## src/rtl/full_adder_using_half_adders.sv

```systemverilog
// -----------------------------------------------------------------------------
// full_adder_using_half_adders
//
// Registered ripple-carry adder of WIDTH bits. Each bit cell is built from two
// half-adder leaves and an OR gate for the carry. The result
// {Cout, Sum} = A + B + Cin is captured on the rising edge of clk whenever
// in_valid is high. It has exactly one cycle of latency and no backpressure.
//
// Parameters:
//   WIDTH      operand width in bits, 1..64 (WIDTH=1 is the classic full adder)
//
// Ports:
//   clk        in   1      rising-edge clock
//   rst        in   1      synchronous, active-high reset (priority over capture)
//   in_valid   in   1      A/B/Cin are sampled on this edge
//   A          in   WIDTH  operand A, unsigned
//   B          in   WIDTH  operand B, unsigned
//   Cin        in   1      carry into bit 0
//   Sum        out  WIDTH  registered sum bits, held while in_valid=0
//   Cout       out  1      registered carry out of bit WIDTH-1, held while in_valid=0
//   out_valid  out  1      high when Sum/Cout were captured on the previous edge
//
// Optional build macro FA_HA_DEBUG_EN adds three registered WIDTH-bit outputs
// that are captured under the same rules as Sum:
//   dbg_ha1_carry    first half-adder carry of every bit
//   dbg_ha2_carry    second half-adder carry of every bit
//   dbg_carry_chain  ripple carries carry[WIDTH:1]
// -----------------------------------------------------------------------------

// Half-adder leaf: s = x ^ y, c = x & y.
module full_adder_using_half_adders_ha (
    input  logic i_x,
    input  logic i_y,
    output logic o_s,
    output logic o_c
);
    assign o_s = i_x ^ i_y;
    assign o_c = i_x & i_y;
endmodule

module full_adder_using_half_adders #(
    parameter int unsigned WIDTH = 1
) (
    input  logic             clk,
    input  logic             rst,
    input  logic             in_valid,
    input  logic [WIDTH-1:0] A,
    input  logic [WIDTH-1:0] B,
    input  logic             Cin,
    output logic [WIDTH-1:0] Sum,
    output logic             Cout,
    output logic             out_valid
`ifdef FA_HA_DEBUG_EN
    ,
    output logic [WIDTH-1:0] dbg_ha1_carry,
    output logic [WIDTH-1:0] dbg_ha2_carry,
    output logic [WIDTH-1:0] dbg_carry_chain
`endif
);

    generate
        if (WIDTH < 1 || WIDTH > 64) begin : g_bad_width
            $error("full_adder_using_half_adders: WIDTH must be in 1..64");
        end
    endgenerate

    logic [WIDTH:0]   w_carry;
    logic [WIDTH-1:0] w_s1;
    logic [WIDTH-1:0] w_c1;
    logic [WIDTH-1:0] w_c2;
    logic [WIDTH-1:0] w_sum;

    logic [WIDTH-1:0] r_sum;
    logic             r_cout;
    logic             r_out_valid;

    assign w_carry[0] = Cin;

    // The two half adders per bit stay as separate instances so that the
    // intermediate carries remain observable and are not merged into an XOR3.
    generate
        for (genvar gi = 0; gi < int'(WIDTH); gi++) begin : g_bit
            full_adder_using_half_adders_ha u_ha1 (
                .i_x (A[gi]),
                .i_y (B[gi]),
                .o_s (w_s1[gi]),
                .o_c (w_c1[gi])
            );

            full_adder_using_half_adders_ha u_ha2 (
                .i_x (w_s1[gi]),
                .i_y (w_carry[gi]),
                .o_s (w_sum[gi]),
                .o_c (w_c2[gi])
            );

            assign w_carry[gi+1] = w_c1[gi] | w_c2[gi];
        end
    endgenerate

    // Inputs are only looked at when in_valid is high, so unknowns on an idle
    // bus cannot reach the held result.
    always_ff @(posedge clk) begin
        if (rst) begin
            r_sum       <= '0;
            r_cout      <= 1'b0;
            r_out_valid <= 1'b0;
        end else begin
            r_out_valid <= in_valid;
            if (in_valid) begin
                r_sum  <= w_sum;
                r_cout <= w_carry[WIDTH];
            end
        end
    end

    assign Sum       = r_sum;
    assign Cout      = r_cout;
    assign out_valid = r_out_valid;

`ifdef FA_HA_DEBUG_EN
    logic [WIDTH-1:0] r_dbg_ha1_carry;
    logic [WIDTH-1:0] r_dbg_ha2_carry;
    logic [WIDTH-1:0] r_dbg_carry_chain;

    always_ff @(posedge clk) begin
        if (rst) begin
            r_dbg_ha1_carry   <= '0;
            r_dbg_ha2_carry   <= '0;
            r_dbg_carry_chain <= '0;
        end else if (in_valid) begin
            r_dbg_ha1_carry   <= w_c1;
            r_dbg_ha2_carry   <= w_c2;
            r_dbg_carry_chain <= w_carry[WIDTH:1];
        end
    end

    assign dbg_ha1_carry   = r_dbg_ha1_carry;
    assign dbg_ha2_carry   = r_dbg_ha2_carry;
    assign dbg_carry_chain = r_dbg_carry_chain;
`endif

endmodule

```

## config.mk

```make
export PLATFORM = sky130hd
export DESIGN_NAME = full_adder_using_half_adders
export DESIGN_NICKNAME = d
export VERILOG_FILES = /design/src/rtl/full_adder_using_half_adders.sv
export SDC_FILE = /design/constraint.sdc
export NUM_CORES = 1
export LEC_CHECK = 0
export ABC_AREA = 1
export CORE_AREA = 2 2 39 41
export CTS_BUF_LIST = sky130_fd_sc_hd__clkbuf_4
export DETAILED_ROUTE_END_ITERATION = 6
export DIE_AREA = 0 0 41 43
export GPL_ROUTABILITY_DRIVEN = 0
export GPL_TIMING_DRIVEN = 0
export HOLD_SLACK_MARGIN = 0.15
export PLACE_DENSITY = 0.34
export SLEW_MARGIN = 10
export SYNTH_ARGS = -nofsm -noshare
export SYNTH_HDL_FRONTEND = slang
export SYNTH_SLANG_ARGS = --single-unit
```

## constraint.sdc

```tcl
create_clock -name clk -period 0.95 [get_ports clk]
set_input_delay 0.19 -clock clk [delete_from_list [all_inputs] [get_ports clk]]
set_output_delay 0.19 -clock clk [all_outputs]
set_load 0.01 [all_outputs]
```

==> flow_summary.yaml <==
timing:
  hold_viol: 0
  slew_violations: 0
  whs_ps: 420
  clock.fmax_mhz: 1150
  fin_crit_ps: 873
  worst_pin_slew_ps: 153
  relSlewSlack_pct: 89.8
  worst_clock_skew_ps: 0
  rsz0062_at_grt: "false"
  setup_violations: 0
  fin_crit_sh_pct: 91.9
pwr:
  clkPwrFrac_pct: 56.3
  switching_share_pct: 21.7
  power_frac_seq_pct: 31.3
  intPower_uw: 350
  power.leakage_uw: 0.000128
  p_sw_uw: 97.2
  ir_drop_mv: 0.404
  p_comb_share_pct: 12.5
  cellPowerDensity_nw_per_um2: 1950
cts:
  cts_made_buffers: 3
  post_cts.repair.setup_buffers: 0
  cts_tree: "built"
  clock_latency_ps: 230
  clk_path_buf_depth: 2
  hold_buffers: 0
  cts_sinks: 3
  cts.htree.levels: 1
  cts-root-buf: "clkbuf_4"
  clkTransAtPathRegs_ps: 40
worst_setup_path:
  cp-end-kind: "primary output"
  critPathKind: "flop to primary output"
  arrival_ps: 680
  critical_path.slowest_cell: "dfxtp_1"
  slowest_delay_ps: 320
  path_buf_inv: 1
  critPathLaunchType: "flop"
  path_cells: "buf_2"
  cp_max_fo: 2
  worstPathRequired_ps: 760
  path_delay_family: "flip-flops"
outcome:
  outcome: "complete, no violations"
layout:
  final_core_util_pct: 16.5
  nNetsFinal: 37
  drive_gt1_share_pct: 34.5
  final_cells: 45
  area_growth_pct: 77.7
  diodes: 0
synthesis:
  ys_seq_elements: 3
  synth_fp_nets: 24
  synth_async_sr_flop_share_pct: 0
  synth_common_cells: "5 x nor2_1, 4 x inv_1, 4 x nand2_1, 3 x dfxtp_1, 1 x fa_1"
  ys.flop_type: "dfxtp_1"
  synthTopCellsByArea: "dfxtp_1 47%, fa_1 16%, nor2_1 15%"
  synthSimpleGateAreaFrac_pct: 26.2
  yosys.area_share.xor_xnor_pct: 0
  synth_top_area_share_pct: 46.6
  yosys.area.top_type: "dfxtp_1"
  synth.yosys.seq_area_share_pct: 46.6
  synth_top_family_by_area: "simple AND/OR/NAND/NOR gates"
  yosysUniqueCellTypes: 5
  synthMuxAreaShare_pct: 0
  syn_inst: 17
  synth_edf_count: 0
  synth.avg_cell_area_um2: 7.58
  synth_warnings: 0
  synth.most_common_cell: "nor2_1"
  yosys.area_share.adder_pct: 15.5
  syn_area_um2: 129
  synth-compound-area-share_pct: 0
floorplan:
  coreArea_um2: 1380
  pin_count: 9
  core.rowCount: 14
  die_area_um2: 1760
  die_x_um: 41
  start_util_pct: 9.31
  die_h_um: 43
route:
  final_antenna_net_count: 0
  vias: 132
  route.detailed.drc: 0
  post_drt_wl_per_cell_um: 6.87
  drt_wl_total_um: 309
  vias_per_cell: 2.93
  drtPass1Iterations: 2
  drt-initial-drc-count: 1
placed_design:
  dp_hpwl_um: 246
  io_buffers: 8
  place_inst: 41
grt:
  grt_overflow: 0
  grt_max_degree: 6
  first_global_vias: 140
  grtUsageMet3_pct: 6.81
  antenna_found_initial: 0
  grtUsageMet2_pct: 4.38
  busiest_layer: "met3"
  grt.met1_usage_pct: 6.43
  track_usage_pct: 5.32
  grt_pass1_wl_um: 538
job:
  cap_violations: 0
hold_path:
  holdCritPathClass: "input pin to flop"
==> sequential cells by signal, indices dropped and copies added, names as in the netlist <==
register   flops
Sum            1
Cout           1
out_valid      1
==> metal layers <==
layer  part of all wire, %  vias to the layer above
met3                    23                        0
met1                    49                       50
met2                    27                       11
li1                      -                       71
met5                     0                        -
met4                     0                        0
==> cells in the final DEF, fill, tap and decap left out <==
master           synthesis  layout
clkbuf_2                 0       3
nor2_1                   5       5
buf_2                    0       3
dfxtp_1                  3       3
fa_1                     1       1
nand2_1                  4       4
clkdlybuf4s50_1          0       2
clkbuf_4                 0       4
inv_1                    4       4
==> area by class of cell <==
class / count / area (µm²)
fillers: 158 / 1150
clock buffers: 4 / 30.0
flip-flops and latches: 3 / 60.1
repair buffers: 8 / 50.0
well taps: 16 / 20.0
multi-input cells: 10 / 53.8
inverters: 4 / 15.0
==> final timing paths <==
| path | from | slack (ps) | to | cells after the start |
|---|---|---|---|---|
| max | Sum$_SDFFE_PP0P_ | 80 | Sum | 1 |
| min | A | 420 | Cout$_SDFFE_PP0P_ | 6 |
| max reg2reg | Cout$_SDFFE_PP0P_ | 400 | Cout$_SDFFE_PP0P_ | 2 |
| min reg2reg | Sum$_SDFFE_PP0P_ | 470 | Sum$_SDFFE_PP0P_ | 2 |
==> stage by stage <==
step | total power, µW | instance area, µm² | setup TNS (ps) | worst slack (ps)
after floorplan | 167 | 129 | 0 | 7.03
after global placement | 214 | 229 | -1120 | -484
after detailed placement | 214 | 229 | -1140 | -491
after CTS | 467 | 243 | 0 | 0.401
after global routing | 484 | 229 | 0 | 43.5
final | 448 | 229 | 0 | 77.0
==> power groups by stage <==
stage / clock network (µW) / logic [µW] / registers, µW
3_3_place_gp: 0 / 71.7 / 142
2_1_floorplan: 0 / 20.6 / 146
3_5_place_dp: 0 / 71.7 / 142
4_1_cts: 267 / 59.9 / 140
6_report: 252 / 55.8 / 140
5_1_grt: 277 / 66.7 / 140
==> cell families after synthesis <==
family / after synthesis
flops: 3
fa+ha+maj: 1
buf+inv: 4
simple gates: 9
==> what timing repair did <==
action,in CTS,in global routing
pin swaps,1,1
hold endpoints to repair,0,0
setup endpoints to repair,5,1
cloned,0,0
gates resized for setup,17,4
Power figures use the tool's default switching activity.
